$ cat config.mk
export PLATFORM = sky130hd
export DESIGN_NAME = hazard_forward_ctrl_flat
export DESIGN_NICKNAME = d
export VERILOG_FILES = /design/src/rtl/hazard_forward_ctrl_pkg.sv /design/src/rtl/hazard_forward_ctrl_if.sv /design/src/rtl/hazard_forward_ctrl_fwd_sel.sv /design/src/rtl/hazard_forward_ctrl.sv /design/src/flat_wrapper.sv
export SDC_FILE = /design/constraint.sdc
export NUM_CORES = 1
export LEC_CHECK = 0
export ABC_AREA = 1
export CORE_ASPECT_RATIO = 1.75
export CORE_MARGIN = 4
export CORE_UTILIZATION = 45
export DETAILED_ROUTE_END_ITERATION = 10
export HOLD_SLACK_MARGIN = 0.15
export PLACE_DENSITY_LB_ADDON = 0.1
export SYNTH_ARGS = -nofsm -noshare
export SYNTH_HDL_FRONTEND = slang
export SYNTH_SLANG_ARGS = --single-unit
$ cat constraint.sdc
create_clock -name clk -period 6.6 [get_ports clk]
set_clock_uncertainty 0.2 [all_clocks]
set_input_delay 1.32 -clock clk [delete_from_list [all_inputs] [get_ports clk]]
set_output_delay 1.32 -clock clk [all_outputs]
set_load 0.01 [all_outputs]
$ cat src/rtl/hazard_forward_ctrl_pkg.sv
// ----------------------------------------------------------------------------
// hazard_pkg
// Shared definitions for the hazard/forwarding controller:
//   FWD_RF / FWD_MEM / FWD_WB : operand mux select encodings
//   state_t                   : stall sequencer states (RUN, STALL)
//   ZERO_REG                  : index of the hardwired zero register
//   need_t                    : stall cycles a hazard requires (0..2)
// ----------------------------------------------------------------------------
package hazard_pkg;

   localparam logic [1:0] FWD_RF  = 2'b00;
   localparam logic [1:0] FWD_MEM = 2'b01;
   localparam logic [1:0] FWD_WB  = 2'b10;

   localparam int unsigned ZERO_REG = 0;

   typedef enum logic {
      RUN   = 1'b0,
      STALL = 1'b1
   } state_t;

   typedef logic [1:0] need_t;

endpackage

$ cat src/rtl/hazard_forward_ctrl_if.sv
// ----------------------------------------------------------------------------
// hazard_forward_ctrl_if
// Bundles the pipeline-register fields the controller inspects and the
// controls it returns.
//   master : pipeline side (drives stage fields, receives selects/stalls)
//   slave  : hazard_forward_ctrl
// Parameters REG_AW (register address width) and CNT_W (stall counter width)
// must match those of the attached controller.
// ----------------------------------------------------------------------------
interface hazard_forward_ctrl_if #(
   parameter int REG_AW = 5,
   parameter int CNT_W  = 16
);

   logic              fwd_en;
   logic              mem_ready;
   logic              flush;
   logic [REG_AW-1:0] ID_src1;
   logic [REG_AW-1:0] ID_src2;
   logic              ID_two_src;
   logic [REG_AW-1:0] ID_reg_out_src1;
   logic [REG_AW-1:0] ID_reg_out_src2;
   logic [REG_AW-1:0] ID_reg_out_dest;
   logic              ID_reg_out_WBEN;
   logic              ID_reg_out_MEM_R;
   logic              ID_reg_out_MEM_W;
   logic [REG_AW-1:0] EXE_reg_out_DEST;
   logic              EXE_reg_out_WBEN;
   logic [REG_AW-1:0] MEM_reg_out_DEST;
   logic              MEM_reg_out_WBEN;
   logic [1:0]        forward_a_select;
   logic [1:0]        forward_b_select;
   logic [1:0]        st_val_select;
   logic              hazard_stall;
   logic              mem_freeze;
   logic [CNT_W-1:0]  stall_cnt;

   modport master (
      output fwd_en, mem_ready, flush,
      output ID_src1, ID_src2, ID_two_src,
      output ID_reg_out_src1, ID_reg_out_src2, ID_reg_out_dest,
      output ID_reg_out_WBEN, ID_reg_out_MEM_R, ID_reg_out_MEM_W,
      output EXE_reg_out_DEST, EXE_reg_out_WBEN,
      output MEM_reg_out_DEST, MEM_reg_out_WBEN,
      input  forward_a_select, forward_b_select, st_val_select,
      input  hazard_stall, mem_freeze, stall_cnt
   );

   modport slave (
      input  fwd_en, mem_ready, flush,
      input  ID_src1, ID_src2, ID_two_src,
      input  ID_reg_out_src1, ID_reg_out_src2, ID_reg_out_dest,
      input  ID_reg_out_WBEN, ID_reg_out_MEM_R, ID_reg_out_MEM_W,
      input  EXE_reg_out_DEST, EXE_reg_out_WBEN,
      input  MEM_reg_out_DEST, MEM_reg_out_WBEN,
      output forward_a_select, forward_b_select, st_val_select,
      output hazard_stall, mem_freeze, stall_cnt
   );

endinterface

$ cat src/rtl/hazard_forward_ctrl_fwd_sel.sv
// ----------------------------------------------------------------------------
// fwd_sel
// Compares one consumer register address against the producers in the MEM
// and WB stages and returns the operand mux select.
//   src      : consumer register address
//   mem_dest : destination of the producer in MEM, mem_wben its write enable
//   wb_dest  : destination of the producer in WB,  wb_wben its write enable
//   sel      : FWD_MEM, FWD_WB or FWD_RF
// ----------------------------------------------------------------------------
module fwd_sel
   import hazard_pkg::*;
#(
   parameter int REG_AW = 5
) (
   input  logic [REG_AW-1:0] src,
   input  logic [REG_AW-1:0] mem_dest,
   input  logic              mem_wben,
   input  logic [REG_AW-1:0] wb_dest,
   input  logic              wb_wben,
   output logic [1:0]        sel
);

   logic mem_hit;
   logic wb_hit;

   // Writes to the zero register are never real, so they are never forwarded.
   assign mem_hit = mem_wben && (mem_dest == src) && (mem_dest != REG_AW'(ZERO_REG));
   assign wb_hit  = wb_wben  && (wb_dest  == src) && (wb_dest  != REG_AW'(ZERO_REG));

   // The MEM-stage value is the younger write, so it beats the WB-stage one.
   always_comb begin
      sel = FWD_RF;
      if (mem_hit) begin
         sel = FWD_MEM;
      end else if (wb_hit) begin
         sel = FWD_WB;
      end
   end

endmodule

$ cat src/rtl/hazard_forward_ctrl.sv
// ----------------------------------------------------------------------------
// hazard_forward_ctrl
// EXE-stage forwarding select generation plus ID-stage RAW hazard detection
// with a counted stall sequencer and a saturating stall-cycle counter.
//   clk, rst : pipeline clock, synchronous active-high reset
//   bus      : slave side of hazard_forward_ctrl_if
//              inputs  : fwd_en, mem_ready, flush, ID/EXE/MEM stage fields
//              outputs : forward_a/b_select, st_val_select, hazard_stall,
//                        mem_freeze, stall_cnt
// ----------------------------------------------------------------------------
module hazard_forward_ctrl
   import hazard_pkg::*;
#(
   parameter int REG_AW = 5,
   parameter int CNT_W  = 16
) (
   input logic                  clk,
   input logic                  rst,
   hazard_forward_ctrl_if.slave bus
);

   state_t           state_q, state_next;
   logic [1:0]       rem_q, rem_next;
   logic [CNT_W-1:0] cnt_q, cnt_next;
   logic [1:0]       sel_a, sel_b, sel_st;
   need_t            need_1, need_2, need_max;
   logic             hazard_stall;
   logic             mem_freeze;

   function automatic logic reg_match(input logic [REG_AW-1:0] x,
                                      input logic [REG_AW-1:0] d,
                                      input logic              wb);
      return wb && (d == x) && (d != REG_AW'(ZERO_REG));
   endfunction

   // Stall cycles a source needs. With forwarding only a load in EXE hurts;
   // without it, an EXE producer needs two bubbles and a MEM producer one.
   // WB producers are fine because the register file writes before it reads.
   function automatic need_t source_need(input logic [REG_AW-1:0] s,
                                         input logic              fwd);
      need_t n;
      n = 2'd0;
      if (fwd) begin
         if (bus.ID_reg_out_MEM_R && reg_match(s, bus.ID_reg_out_dest, bus.ID_reg_out_WBEN))
            n = 2'd1;
      end else if (reg_match(s, bus.ID_reg_out_dest, bus.ID_reg_out_WBEN)) begin
         n = 2'd2;
      end else if (reg_match(s, bus.EXE_reg_out_DEST, bus.EXE_reg_out_WBEN)) begin
         n = 2'd1;
      end
      return n;
   endfunction

   fwd_sel #(.REG_AW(REG_AW)) u_sel_a (
      .src(bus.ID_reg_out_src1),
      .mem_dest(bus.EXE_reg_out_DEST), .mem_wben(bus.EXE_reg_out_WBEN),
      .wb_dest(bus.MEM_reg_out_DEST),  .wb_wben(bus.MEM_reg_out_WBEN),
      .sel(sel_a)
   );

   fwd_sel #(.REG_AW(REG_AW)) u_sel_b (
      .src(bus.ID_reg_out_src2),
      .mem_dest(bus.EXE_reg_out_DEST), .mem_wben(bus.EXE_reg_out_WBEN),
      .wb_dest(bus.MEM_reg_out_DEST),  .wb_wben(bus.MEM_reg_out_WBEN),
      .sel(sel_b)
   );

   // Store data comes from the register named by the store's dest field.
   fwd_sel #(.REG_AW(REG_AW)) u_sel_st (
      .src(bus.ID_reg_out_dest),
      .mem_dest(bus.EXE_reg_out_DEST), .mem_wben(bus.EXE_reg_out_WBEN),
      .wb_dest(bus.MEM_reg_out_DEST),  .wb_wben(bus.MEM_reg_out_WBEN),
      .sel(sel_st)
   );

   // For a store, operand B is the immediate path, so src2 is never forwarded.
   assign bus.forward_a_select = (bus.fwd_en && !rst) ? sel_a : FWD_RF;
   assign bus.forward_b_select = (bus.fwd_en && !rst && !bus.ID_reg_out_MEM_W) ? sel_b : FWD_RF;
   assign bus.st_val_select    = (bus.fwd_en && !rst) ? sel_st : FWD_RF;

   // Hazard depth for the ID instruction: worst case over the sources it reads.
   always_comb begin
      need_1   = source_need(bus.ID_src1, bus.fwd_en);
      need_2   = bus.ID_two_src ? source_need(bus.ID_src2, bus.fwd_en) : 2'd0;
      need_max = (need_2 > need_1) ? need_2 : need_1;
   end

   // State register, remaining-cycle counter and stall statistics.
   always_ff @(posedge clk) begin
      if (rst) begin
         state_q <= RUN;
         rem_q   <= 2'd0;
         cnt_q   <= '0;
      end else begin
         state_q <= state_next;
         rem_q   <= rem_next;
         cnt_q   <= cnt_next;
      end
   end

   // Next state. A frozen pipeline holds everything; a flush squashes the
   // stalled instruction, so any pending stall is dropped.
   always_comb begin
      state_next = state_q;
      rem_next   = rem_q;
      if (bus.mem_ready) begin
         if (bus.flush) begin
            state_next = RUN;
            rem_next   = 2'd0;
         end else begin
            case (state_q)
               RUN: begin
                  if (need_max == 2'd2) begin
                     state_next = STALL;
                     rem_next   = 2'd1;
                  end
               end
               STALL: begin
                  if (rem_q <= 2'd1) begin
                     state_next = RUN;
                     rem_next   = 2'd0;
                  end else begin
                     rem_next = rem_q - 2'd1;
                  end
               end
               default: begin
                  state_next = RUN;
                  rem_next   = 2'd0;
               end
            endcase
         end
      end
      cnt_next = (hazard_stall && (cnt_q != '1)) ? cnt_q + CNT_W'(1) : cnt_q;
   end

   // Outputs. The hazard is only looked at in RUN; STALL just finishes the count.
   always_comb begin
      hazard_stall = 1'b0;
      mem_freeze   = 1'b0;
      if (!rst) begin
         mem_freeze = !bus.mem_ready;
         if (bus.mem_ready && !bus.flush) begin
            case (state_q)
               RUN:     hazard_stall = (need_max != 2'd0);
               STALL:   hazard_stall = 1'b1;
               default: hazard_stall = 1'b0;
            endcase
         end
      end
   end

   assign bus.hazard_stall = hazard_stall;
   assign bus.mem_freeze   = mem_freeze;
   assign bus.stall_cnt    = rst ? '0 : cnt_q;

endmodule

$ cat src/flat_wrapper.sv
// flat-port wrapper written by rule: the top's interface ports become plain ports
module hazard_forward_ctrl_flat import hazard_pkg::*;
#(
   parameter int REG_AW = 5,
   parameter int CNT_W  = 16
)
  (clk, rst, bus_fwd_en, bus_mem_ready, bus_flush, bus_ID_src1, bus_ID_src2, bus_ID_two_src, bus_ID_reg_out_src1, bus_ID_reg_out_src2, bus_ID_reg_out_dest, bus_ID_reg_out_WBEN, bus_ID_reg_out_MEM_R, bus_ID_reg_out_MEM_W, bus_EXE_reg_out_DEST, bus_EXE_reg_out_WBEN, bus_MEM_reg_out_DEST, bus_MEM_reg_out_WBEN, bus_forward_a_select, bus_forward_b_select, bus_st_val_select, bus_hazard_stall, bus_mem_freeze, bus_stall_cnt);
  hazard_forward_ctrl_if #(.REG_AW(REG_AW), .CNT_W(CNT_W)) bus_i ();
  input logic clk;
  input logic rst;
  input wire logic [$bits(bus_i.fwd_en)-1:0] bus_fwd_en;
  input wire logic [$bits(bus_i.mem_ready)-1:0] bus_mem_ready;
  input wire logic [$bits(bus_i.flush)-1:0] bus_flush;
  input wire logic [$bits(bus_i.ID_src1)-1:0] bus_ID_src1;
  input wire logic [$bits(bus_i.ID_src2)-1:0] bus_ID_src2;
  input wire logic [$bits(bus_i.ID_two_src)-1:0] bus_ID_two_src;
  input wire logic [$bits(bus_i.ID_reg_out_src1)-1:0] bus_ID_reg_out_src1;
  input wire logic [$bits(bus_i.ID_reg_out_src2)-1:0] bus_ID_reg_out_src2;
  input wire logic [$bits(bus_i.ID_reg_out_dest)-1:0] bus_ID_reg_out_dest;
  input wire logic [$bits(bus_i.ID_reg_out_WBEN)-1:0] bus_ID_reg_out_WBEN;
  input wire logic [$bits(bus_i.ID_reg_out_MEM_R)-1:0] bus_ID_reg_out_MEM_R;
  input wire logic [$bits(bus_i.ID_reg_out_MEM_W)-1:0] bus_ID_reg_out_MEM_W;
  input wire logic [$bits(bus_i.EXE_reg_out_DEST)-1:0] bus_EXE_reg_out_DEST;
  input wire logic [$bits(bus_i.EXE_reg_out_WBEN)-1:0] bus_EXE_reg_out_WBEN;
  input wire logic [$bits(bus_i.MEM_reg_out_DEST)-1:0] bus_MEM_reg_out_DEST;
  input wire logic [$bits(bus_i.MEM_reg_out_WBEN)-1:0] bus_MEM_reg_out_WBEN;
  output wire logic [$bits(bus_i.forward_a_select)-1:0] bus_forward_a_select;
  output wire logic [$bits(bus_i.forward_b_select)-1:0] bus_forward_b_select;
  output wire logic [$bits(bus_i.st_val_select)-1:0] bus_st_val_select;
  output wire logic [$bits(bus_i.hazard_stall)-1:0] bus_hazard_stall;
  output wire logic [$bits(bus_i.mem_freeze)-1:0] bus_mem_freeze;
  output wire logic [$bits(bus_i.stall_cnt)-1:0] bus_stall_cnt;
  assign bus_i.fwd_en = bus_fwd_en;
  assign bus_i.mem_ready = bus_mem_ready;
  assign bus_i.flush = bus_flush;
  assign bus_i.ID_src1 = bus_ID_src1;
  assign bus_i.ID_src2 = bus_ID_src2;
  assign bus_i.ID_two_src = bus_ID_two_src;
  assign bus_i.ID_reg_out_src1 = bus_ID_reg_out_src1;
  assign bus_i.ID_reg_out_src2 = bus_ID_reg_out_src2;
  assign bus_i.ID_reg_out_dest = bus_ID_reg_out_dest;
  assign bus_i.ID_reg_out_WBEN = bus_ID_reg_out_WBEN;
  assign bus_i.ID_reg_out_MEM_R = bus_ID_reg_out_MEM_R;
  assign bus_i.ID_reg_out_MEM_W = bus_ID_reg_out_MEM_W;
  assign bus_i.EXE_reg_out_DEST = bus_EXE_reg_out_DEST;
  assign bus_i.EXE_reg_out_WBEN = bus_EXE_reg_out_WBEN;
  assign bus_i.MEM_reg_out_DEST = bus_MEM_reg_out_DEST;
  assign bus_i.MEM_reg_out_WBEN = bus_MEM_reg_out_WBEN;
  assign bus_forward_a_select = bus_i.forward_a_select;
  assign bus_forward_b_select = bus_i.forward_b_select;
  assign bus_st_val_select = bus_i.st_val_select;
  assign bus_hazard_stall = bus_i.hazard_stall;
  assign bus_mem_freeze = bus_i.mem_freeze;
  assign bus_stall_cnt = bus_i.stall_cnt;
  hazard_forward_ctrl #(.REG_AW(REG_AW), .CNT_W(CNT_W)) u_core (.clk(clk), .rst(rst), .bus(bus_i));
endmodule
# Word level (Yosys, flattened, before mapping)
# Index checks and enable logic that the tools add are counted.
# totals
reg_bits	19
inputBits	46
out_inout_bits	24
wordCells	88
# classes
n_addsub	2
n_lt_le_gt_ge	2
n_eq_ne	13
n_mux	32
n_bitwise	1
n_reduce_logical	35
# op_table
operator	count
equality test 5 bit	10
two-way mux 2 bit	18
logical AND 1 bit	26
adder 16 x 1 -> 16 bit (second input constant)	1
two-way mux 16 bit	1
!= test 16 bit (second input constant)	1
nonzero test 5 bit	3
two-way mux 1 bit	10
logical NOT 1 bit	4
case mux 1 bit (2 select lines)	2
case mux 2 bit (2 select lines)	1
!= test 3 x 2 -> 1 bit (second input constant)	1
equality test 2 bit (second input constant)	1
greater-than comparator 2 bit	1
<= comparator 2 x 1 -> 1 bit (second input constant)	1
AND reduction 2 bit	1
nonzero test 2 bit	1
subtractor 2 x 1 -> 2 bit (second input constant)	1
inverter 1 bit	1

# Longest topological paths before layout
# Gate-level depths: netlist of the first run.
# logic_depth
depth_word	14
mapped_depth	21
mapped_depth_nobuf	21

# Modules after synthesis
# A second synthesis of the first run with hierarchy kept.
# hier_totals
hier_cells	489
hier_area_um2	2516.2
# modules_own_cells
module	n_inst	cells_each	area_per_inst_um2
hazard_forward_ctrl	1	315	1818.0
fwd_sel	3	58	232.7

# Worst setup path after synthesis of the first run
# No wires, ideal clock.
# synth_timing
kind	input-to-output
from	input port bus_EXE_reg_out_DEST[0]
to	output port bus_hazard_stall
arrival_ps	2976
required_ps	5080
path_slack_ps	2104
path_stages	16
path_buffers	1
cell_sequence	buf_2 -> inv_1 -> nand2_1 -> nor2_2 -> nor2_1 -> nand2_1 -> nand2_1 -> nand2_1 -> inv_1 -> ha_1 -> a22oi_1 -> inv_1 -> nand3_2 -> nand3_4 -> nand2_1 -> inv_1
# synth_between
elab_chain_cells	13
# synth_rtl
element	line_no	text
from (decl)	flat_wrapper.sv:23	input wire logic [$bits(bus_i.EXE_reg_out_DEST)-1:0] bus_EXE_reg_out_DEST;
equality test 5 bit	hazard_forward_ctrl.sv:33	return wb && (d == x) && (d != REG_AW'(ZERO_REG));
logical AND 1 bit (2 in a row)	hazard_forward_ctrl.sv:33	
two-way mux 1 bit	hazard_forward_ctrl.sv:48	end else if (reg_match(s, bus.EXE_reg_out_DEST, bus.EXE_reg_out_WBEN)) begin
two-way mux 2 bit	hazard_forward_ctrl.sv:46	end else if (reg_match(s, bus.ID_reg_out_dest, bus.ID_reg_out_WBEN)) begin
two-way mux 2 bit	hazard_forward_ctrl.sv:43	if (fwd) begin
two-way mux 2 bit	hazard_forward_ctrl.sv:84	need_2 = bus.ID_two_src ? source_need(bus.ID_src2, bus.fwd_en) : 2'd0;
greater-than comparator 2 bit	hazard_forward_ctrl.sv:85	need_max = (need_2 > need_1) ? need_2 : need_1;
two-way mux 2 bit *	hazard_forward_ctrl.sv:85	
nonzero test 2 bit *	hazard_forward_ctrl.sv:144	RUN: hazard_stall = (need_max != 2'd0);
case mux 1 bit (2 select lines) *	hazard_forward_ctrl.sv:143	case (state_q)
two-way mux 1 bit *	hazard_forward_ctrl.sv:142	if (bus.mem_ready && !bus.flush) begin
two-way mux 1 bit *	hazard_forward_ctrl.sv:140	if (!rst) begin
to (decl)	flat_wrapper.sv:30	output wire logic [$bits(bus_i.hazard_stall)-1:0] bus_hazard_stall;
# Mark *: on every way between the ends. The rest lies on a longest branch, timed or not.

# Final worst setup path of the first run
# layout_timing
from	input port bus_EXE_reg_out_DEST[2]
to	output port bus_hazard_stall
# Same word-level chain as after synthesis.

==> reports/qor_table.md, run 1 <==
| Step | Item | Value |
|---|---|---|
| status | Result of the run | finished, final reports clean |
| place | Detailed-placement wirelength estimate | 6165 µm |
| setup path | Slack of the worst reg-to-reg path | 4240 ps |
| hold path | Hold path startpoint | u_core.cnt_q[8]$_SDFFE_PP0P_ |
| final layout | Nets@finish | 500 |
| timing | Final-layout setup total negative slack | 0 ps |
| place | Worst slack, placed | 744.4 ps |
| setup path | CP max stage delay | 600 ps |
| logic synthesis | Register bit total from synthesis | 19 |
| logic synthesis | Proportion of synthesized chip area in sequential cells | 0.1698 |
| final layout | Area taken by multi-input logic gates | 1555 µm² |
| clock tree | Deepest level of the CTS H-tree | 1 |
| clock tree | Number of post-CTS setup repair buffers | 0 |
| setup path | Crit path arrival time | 4340 ps |
| hold path | Min-Delay Path Depth | 2 |
| logic synthesis | Complex-gate fraction of the synthesized area | 0.1352 |
| logic synthesis | Cell taking the most area after synthesis | sky130_fd_sc_hd__dfxtp_1 |
| timing | Fin. max-slew vios | 0 |
| final layout | Area of all placed cells without fillers | 2997 µm² |
| die | IO Count | 70 |
| setup path | Required time of the critical path | 5080 ps |
| logic synthesis | Share of async-settable or async-resettable flops after synthesis | 0 |
| hold path | Worst hold endpoint | u_core.cnt_q[8]$_SDFFE_PP0P_ |
| timing | Worst max-slew margin expressed relative to the limit | 0.6766 |
| clock tree | Worst-case clock buffer depth | 2 |
| timing | Setup ws final | 740.4 ps |
| global routing | Global-route usage over all layers | 0.2465 |
| logic synthesis | Number of enable flip-flop cells after synthesis | 0 |
| global routing | Number of global-route vias before repair | 2727 |
| clock tree | CTS clock-pin slew for the worst setup and hold paths | 70 ps |
| pwr | Post-route total power | 297.3 µW |
| place | Cell area after placement | 2950 µm² |
| timing | Count of final hold-check violations | 0 |
| global routing | Antenna violations before repair | 0 |
| final layout | Synth-to-layout area growth | 33.80% |
| logic synthesis | Proportion of netlist area held by the largest area contributor | 0.1698 |
| setup path | CP top delay family | buffers and inverters |
| logic synthesis | Adder and majority gate portion of the synthesized area | 0.02235 |
| final layout | Number of diodes | 0 |
| setup path | Buf/Inv on CP | 6 |
| setup path | Kind of start point of the critical path | input pin |
| setup path | Worst reg2reg path depth | 10 |
| timing | Least-Margin Pin Slew | 480.6 ps |
| global routing | Global route overflow | 0 |
| logic synthesis | Leading cell types by total area after synthesis | sky130_fd_sc_hd__dfxtp_1 17%, sky130_fd_sc_hd__nand2_1 16%, sky130_fd_sc_hd__inv_1 10% |
| clock tree | Clock root buffer | sky130_fd_sc_hd__clkbuf_8 |
| final layout | Finished Core Util | 0.6311 |
| final layout | Register Area | 380.4 µm² |
| clock tree | Sinks on the clock net | 19 |
| timing | Final cycle utilization of the critical path | 0.8878 |
| final layout | Leading cell type in the layout, fill and taps excluded | sky130_fd_sc_hd__nand2_1 |
| global routing | First-pass GRT wire length | 11700 µm |
| setup path | Worst Setup End Kind | output port |
| clock tree | Clock insertion delay at the later pin of the skew report | 270 ps |
| clock tree | TritonCTS buffer count | 3 |
| timing | Setup violations, final | 0 |
| clock tree | TritonCTS clock tree | done |
| logic synthesis | Mean instance size in the synthesized netlist | 5.817 µm² |
| logic synthesis | Xor-xnor portion of the synthesized cell area | 0.09385 |
| place | Port bufs | 69 |
| setup path | Critical path, cell by cell | clkdlybuf4s50_1, inv_1, nand3_1, nor2_2, nor2_1, nand2_1, nand2_1, nand2_1, inv_1, ha_1, a22oi_1, inv_1, nand3_2, nand3_4, nand2_1, inv_1, clkdlybuf4s50_1 |
| logic synthesis | Combinational family with the most area after synthesis | simple AND/OR/NAND/NOR gates |
| setup path | Reg2reg end | u_core.cnt_q[0]$_SDFFE_PP0P_ |
| pwr | Largest vdd supply drop | 0.1151 mV |
| logic synthesis | Mux share of post-synthesis cell area | 0 |
| setup path | Type of the worst setup path | in2out |
| detailed routing | Total detailed-routing wirelength | 7368 µm |
| setup path | Largest fanout on the critical path | 16 |
| place | Routability congestion estimate from global placement | 1.068 |
| timing | Achievable frequency | 170.7 MHz |
| global routing | Maximum number of pins on one net before global-route repair | 34 |
| detailed routing | DRC violations left | 0 |
| detailed routing | Number of iterations in the first detailed-routing pass | 4 |
| final layout | Layout cell share with drive strength beyond 1 | 0.06682 |
| timing | Minimum clock period after layout | 5860 ps |
| detailed routing | Number of DRC markers in iteration 0 | 172 |
| hold path | Path category of the worst min-delay check | reg2reg |
| clock tree | Hold buffer count at cts | 0 |
| setup path | Worst R2R Start | u_core.cnt_q[0]$_SDFFE_PP0P_ |
| detailed routing | Average wire length per cell after detail routing | 14.71 µm |
| final layout | Commonest non-fill, non-tap cells in the layout | 96 x sky130_fd_sc_hd__nand2_1, 69 x sky130_fd_sc_hd__clkdlybuf4s50_1, 60 x sky130_fd_sc_hd__inv_1 |
| detailed routing | Via/cell ratio | 5.535 |
| logic synthesis | Number of instances in the synthesized netlist | 385 |
| timing | RSZ-0062 raised after global routing | no |
| detailed routing | Routed via count | 2773 |
| logic synthesis | Cell area after technology mapping | 2240 µm² |
| clock tree | Post-cts gate resize count | 0 |
| logic synthesis | Unique masters post-synth | 37 |
| logic synthesis | Number of nets produced by synthesis | 435 |
| pwr | Pwr dens | 99.23 nW/µm² |
| logic synthesis | Primary FF master, synth | sky130_fd_sc_hd__dfxtp_1 |
| run | Maxcap violations | 0 |
| logic synthesis | Number of warning messages in the yosys log | 0 |
| die | Initial cell density of the core | 0.4717 |
| detailed routing | Remaining number of nets flagged by the antenna check after routing | 0 |
| die | Floorplan die width | 61.33 µm |
| final layout | Fill cell total of the finished layout | 490 |
| die | Chip Height | 101.3 µm |
| die | Core area | 4748 µm² |
| setup path | Standard cell with the maximum stage delay on the critical path | sky130_fd_sc_hd__clkdlybuf4s50_1 |
| pwr | Leakage power | 0.001290 µW |
| logic synthesis | Simple-gate portion of the synthesized area | 0.4430 |
| die | Rows | 33 |
| die | Area enclosed by the die boundary | 6214 µm² |
[worst register-to-register path, cell delays in order (launching register included)]
cell,delay (ps)
sky130_fd_sc_hd__dfxtp_1,360
sky130_fd_sc_hd__ha_1,190
sky130_fd_sc_hd__nand2_1,110
sky130_fd_sc_hd__nor3_4,250
sky130_fd_sc_hd__nand4_1,190
sky130_fd_sc_hd__nor2_2,150
sky130_fd_sc_hd__nand3_2,280
sky130_fd_sc_hd__nand3_4,320
sky130_fd_sc_hd__nand2_1,90
sky130_fd_sc_hd__nand2_1,70
sky130_fd_sc_hd__nor2_1,40
[how the worst max path moves through the flow]
stage	endpoint	depth (start not counted)	startpoint
floorplan	bus_hazard_stall	16	bus_EXE_reg_out_DEST[0]
global placement	bus_hazard_stall	17	bus_EXE_reg_out_DEST[2]
detailed placement	bus_hazard_stall	17	bus_EXE_reg_out_DEST[2]
CTS	bus_hazard_stall	17	bus_EXE_reg_out_DEST[2]
global route	bus_hazard_stall	19	bus_EXE_reg_out_DEST[2]
finish	bus_hazard_stall	17	bus_EXE_reg_out_DEST[2]
[per-layer routing]
metal	vias up	GRT usage	wire, µm
li1	1380	-	-
met1	1258	0.2257	2395
met2	108	0.4812	4151
met3	27	0.02041	355
met4	0	0.1552	466
met5	-	0	0
[kinds of logic (layout without fill, tap and decap cells)]
logic type / count (synthesis) / in the layout
xor gates and xnor gates: 24 / 24
AOI/OAI and AO/OA: 46 / 46
DFF: 19 / 19
adders and majority gates: 4 / 4
and+or+nand+nor: 216 / 216
buffers and inverters: 76 / 140
[metrics by stage]
step / cells / hold slack (ps)
3_3_place_gp: 497 / 266.4
4_1_cts: 501 / 288.6
5_1_grt: 501 / 319.1
6_report: 501 / 283.9
3_5_place_dp: 497 / 273.9
2_1_floorplan: 385 / 251.9
[power breakdown]
part	leakage (µW)	switching [µW]	total (µW)	internal, µW
logic	0.00111	53.6	97.4	43.8
clock network	0.0000255	42.5	84.6	42.1
registers	0.000153	0.309	115	115
total	0.00129	96.3	297	201
[synth_stat cells, types with 2 or more instances]
cell type and n:
sky130_fd_sc_hd__nand2_1 96, sky130_fd_sc_hd__inv_1 60, sky130_fd_sc_hd__nor2_1 54, sky130_fd_sc_hd__nand3_1 22, sky130_fd_sc_hd__dfxtp_1 19, sky130_fd_sc_hd__nand4_1 18
sky130_fd_sc_hd__xor2_1 18, sky130_fd_sc_hd__a21oi_1 12, sky130_fd_sc_hd__o21ai_0 9, sky130_fd_sc_hd__a21oi_2 7, sky130_fd_sc_hd__clkbuf_1 6, sky130_fd_sc_hd__xnor2_1 6
sky130_fd_sc_hd__inv_2 5, sky130_fd_sc_hd__nor3_1 5, sky130_fd_sc_hd__nor4_1 5, sky130_fd_sc_hd__ha_1 4, sky130_fd_sc_hd__nor2_2 4, sky130_fd_sc_hd__o22ai_1 4
sky130_fd_sc_hd__a2111oi_0 3, sky130_fd_sc_hd__buf_2 3, sky130_fd_sc_hd__nand3_2 3, sky130_fd_sc_hd__a211oi_1 2, sky130_fd_sc_hd__a31oi_1 2, sky130_fd_sc_hd__buf_6 2
sky130_fd_sc_hd__nand3_4 2, sky130_fd_sc_hd__o2111ai_1 2, sky130_fd_sc_hd__o211ai_1 2
[area by class of cell]
class,count,share of cell area
flip-flops and latches,19,0.1269
repair buffers,71,0.2355
inverters,65,0.08142
clock buffers,3,0.01378
well taps,52,0.02171
clock inverters,1,0.001670
multi-input cells,290,0.5190
[flip-flops by register name, summed over array words and instances, names as in the netlist]
signal	flops
u_core.cnt_q	16
u_core.rem_q	2
u_core.state_q	1
Note: power is estimated with default switching activity, not from simulation.
==> run 2: changes to the inputs <==
--- a/config.mk
+++ b/config.mk
@@ -8,7 +8,7 @@
 export ABC_AREA = 1
 export CORE_ASPECT_RATIO = 1.75
 export CORE_MARGIN = 4
-export CORE_UTILIZATION = 45
+export CORE_UTILIZATION = 27
 export DETAILED_ROUTE_END_ITERATION = 10
 export HOLD_SLACK_MARGIN = 0.15
 export PLACE_DENSITY_LB_ADDON = 0.1
==> run 2 against run 1 <==
  * Wire length rose by 12%
  * Critical path type unchanged
  * Hold slack improved by 3.4 ps
  * Combinational power up 2%
  * Clock-buffer cell count unchanged
  * Non-clock buffer count did not move
  * Final cell count increased by 7.6%
  * Critical endpoint unchanged
  * Sequential share of layout area is 0.34 points lower
==> reports/qor_table.md, run 2 (synthesis results as in run 1) <==
| Step | Item | Value | Delta |
|---|---|---|---|
| hold path | Path category of the worst min-delay check | reg2reg |  |
| pwr | Register share of total power | 0.336 | -0.052 |
| setup path | Standard cell with the maximum stage delay on the critical path | sky130_fd_sc_hd__clkdlybuf4s50_1 |  |
| final layout | Max FFs per register | 16 | unchanged |
| pwr | Psw | 103.4 µW | +7.3% |
| clock tree | TritonCTS buffer count | 3 | unchanged |
| clock tree | Deepest level of the CTS H-tree | 1 | unchanged |
| die | Area enclosed by the die boundary | 9873 µm² | +59% |
| clock tree | TritonCTS clock tree | done |  |
| final layout | Largest registers ranked by flip-flop count | u_core.cnt_q: 16 flops, u_core.rem_q: 2 flops, u_core.state_q: 1 flops |  |
| final layout | Reg with most FFs | u_core.cnt_q |  |
| place | Detailed-placement wirelength estimate | 7067 µm | +15% |
| global routing | Antenna violations before repair | 0 | unchanged |
| setup path | Crit path arrival time | 4380 ps | +40 ps |
| setup path | Worst Setup End Kind | output port |  |
| place | Port bufs | 69 | unchanged |
| global routing | Maximum number of pins on one net before global-route repair | 33 | -2.9% |
| global routing | Global-route usage over all layers | 0.1660 | -0.08049 |
| timing | Setup ws final | 704.9 ps | -35.45 ps |
| pwr | Largest vdd supply drop | 0.05716 mV | -50% |
| place | Worst slack, placed | 677.2 ps | -67.25 ps |
| status | Result of the run | finished, final reports clean |  |
| detailed routing | Number of iterations in the first detailed-routing pass | 4 | unchanged |
| pwr | Pwr dens | 111.7 nW/µm² | +13% |
| timing | RSZ-0062 raised after global routing | no |  |
| pwr | Int Power | 240.5 µW | +20% |
| pwr | Clock Power Share | 0.376 | +0.092 |
| final layout | Layout cell share with drive strength beyond 1 | 0.06682 | unchanged |
| detailed routing | Average wire length per cell after detail routing | 15.34 µm | +4.3% |
| clock tree | Worst-case clock buffer depth | 2 | unchanged |
| die | Initial cell density of the core | 0.2794 | -0.1923 |
| setup path | Kind of start point of the critical path | input pin |  |
| clock tree | Clock insertion delay at the later pin of the skew report | 260 ps | about the same |
| timing | Setup violations, final | 0 | unchanged |
| final layout | Leading cell type in the layout, fill and taps excluded | sky130_fd_sc_hd__nand2_1 |  |
| die | Chip Height | 128.5 µm | +27% |
| detailed routing | Total detailed-routing wirelength | 8269 µm | +12% |
| pwr | Leakage power | 0.001306 µW | +1.2% |
| detailed routing | DRC violations left | 0 | unchanged |
| setup path | CP max stage delay | 630 ps | +30 ps |
| setup path | Largest fanout on the critical path | 16 | unchanged |
| run | Maxcap violations | 0 | unchanged |
| timing | Final-layout setup total negative slack | 0 ps | unchanged |
| detailed routing | Via/cell ratio | 4.896 | -12% |
| clock tree | Clock root buffer | sky130_fd_sc_hd__clkbuf_16 |  |
| pwr | Fraction of power consumed by combinational cells | 0.288 | -0.040 |
| timing | Worst max-slew margin expressed relative to the limit | 0.6837 | +0.007087 |
| timing | Least-Margin Pin Slew | 462.5 ps | -18.16 ps |
| global routing | Number of global-route vias before repair | 2705 | -0.81% |
| final layout | Area of all placed cells without fillers | 3078 µm² | +2.7% |
| setup path | Buf/Inv on CP | 5 | -1 |
| detailed routing | Number of DRC markers in iteration 0 | 129 | -25% |
| setup path | CP top delay family | buffers and inverters |  |
| final layout | Finished Core Util | 0.3840 | -0.2471 |
| pwr | Switching power as a share of total power | 0.3006 | -0.02346 |
| die | Core area | 8016 µm² | +69% |
| setup path | Required time of the critical path | 5080 ps | about the same |
| detailed routing | Routed via count | 2639 | -4.8% |
| timing | Count of final hold-check violations | 0 | unchanged |
| clock tree | Number of post-CTS setup repair buffers | 0 | unchanged |
| global routing | Global route overflow | 0 | unchanged |
| place | Cell area after placement | 2998 µm² | +1.6% |
| global routing | First-pass GRT wire length | 12930 µm | +11% |
| clock tree | Hold buffer count at cts | 0 | unchanged |
| timing | Fin. max-slew vios | 0 | unchanged |
| clock tree | Sinks on the clock net | 19 | unchanged |
| final layout | Number of diodes | 0 | unchanged |
| clock tree | Post-cts gate resize count | 0 | unchanged |
| die | Rows | 43 | +30% |
| place | Routability congestion estimate from global placement | 0.9808 | -8.2% |
| final layout | Nets@finish | 500 | unchanged |
| setup path | Type of the worst setup path | in2out |  |
| detailed routing | Remaining number of nets flagged by the antenna check after routing | 0 | unchanged |
| timing | Final cycle utilization of the critical path | 0.8932 | +0.005371 |
| final layout | Synth-to-layout area growth | 37.43% |  |
| final layout | Commonest non-fill, non-tap cells in the layout | 96 x sky130_fd_sc_hd__nand2_1, 69 x sky130_fd_sc_hd__clkdlybuf4s50_1, 60 x sky130_fd_sc_hd__inv_1 |  |
| clock tree | CTS clock-pin slew for the worst setup and hold paths | 50 ps | -20 ps |
| die | Floorplan die width | 76.85 µm | +25% |
| timing | Achievable frequency | 169.6 MHz | -0.60% |
| die | IO Count | 70 | unchanged |
| setup path | Critical path, cell by cell | clkdlybuf4s50_1, inv_1, nand3_1, nor2_2, nor2_1, nand3_1, nand2_1, nand2_1, ha_1, a22oi_1, inv_1, nand3_2, nand3_4, nand2_1, inv_1, clkdlybuf4s50_1 |  |
| timing | Minimum clock period after layout | 5895 ps | +35.45 ps |
## run 2: final cells by class
| type | instances | area (µm²) |
|---|---|---|
| Inverter | 65 | 244.0 |
| Multi-Input combinational cell | 290 | 1555 |
| Fill cell | 872 | 4938 |
| Clock inverter | 1 | 5.005 |
| Timing Repair Buffer | 71 | 705.7 |
| Sequential cell | 19 | 380.4 |
| Clock buffer | 3 | 75.07 |
| Tap cell | 90 | 112.6 |
## run 2: per-stage QoR
step           hold slack, ps  instances  power (µW)
3_5_place_dp            278.3        535       217.7
5_1_grt                 317.8        539       361.8
6_report                287.3        539       343.9
2_1_floorplan           251.9        385       165.0
4_1_cts                 292.2        539       350.4
3_3_place_gp            265.7        535       219.3
## run 2: worst paths after layout
check                          startpoint                      endpoint  slack, ps  cells past startpoint
min reg2reg  u_core.rem_q[0]$_SDFFE_PP0P_  u_core.rem_q[0]$_SDFFE_PP0P_        290                      2
max               bus_EXE_reg_out_DEST[4]              bus_hazard_stall        700                     16
max reg2reg  u_core.cnt_q[0]$_SDFFE_PP0P_  u_core.cnt_q[0]$_SDFFE_PP0P_       4220                     10
min          u_core.rem_q[0]$_SDFFE_PP0P_  u_core.rem_q[0]$_SDFFE_PP0P_        290                      2
## run 2: power by group through the flow
stage | logic, µW | clock network (µW) | registers (µW)
final | 98.9 | 129 | 116
after global placement | 101 | 0 | 118
after global routing | 108 | 139 | 116
after CTS | 99.9 | 135 | 115
after detailed placement | 99.6 | 0 | 118
after floorplan | 47.0 | 0 | 118
## run 2: layer usage
metal  global-route usage  vias to the layer above  part of all wire
li1                     -                     1378                 -
met1               0.1409                     1166              0.34
met2               0.3577                       74              0.58
met3              0.01751                       21             0.033
met4              0.09285                        0             0.051
met5                    0                        -                 0
## run 2: tightest hold or removal path, stage by stage (launching register included)
cell and delay, ps:
sky130_fd_sc_hd__dfxtp_1 330, sky130_fd_sc_hd__a21oi_1 40, sky130_fd_sc_hd__nor2_1 80
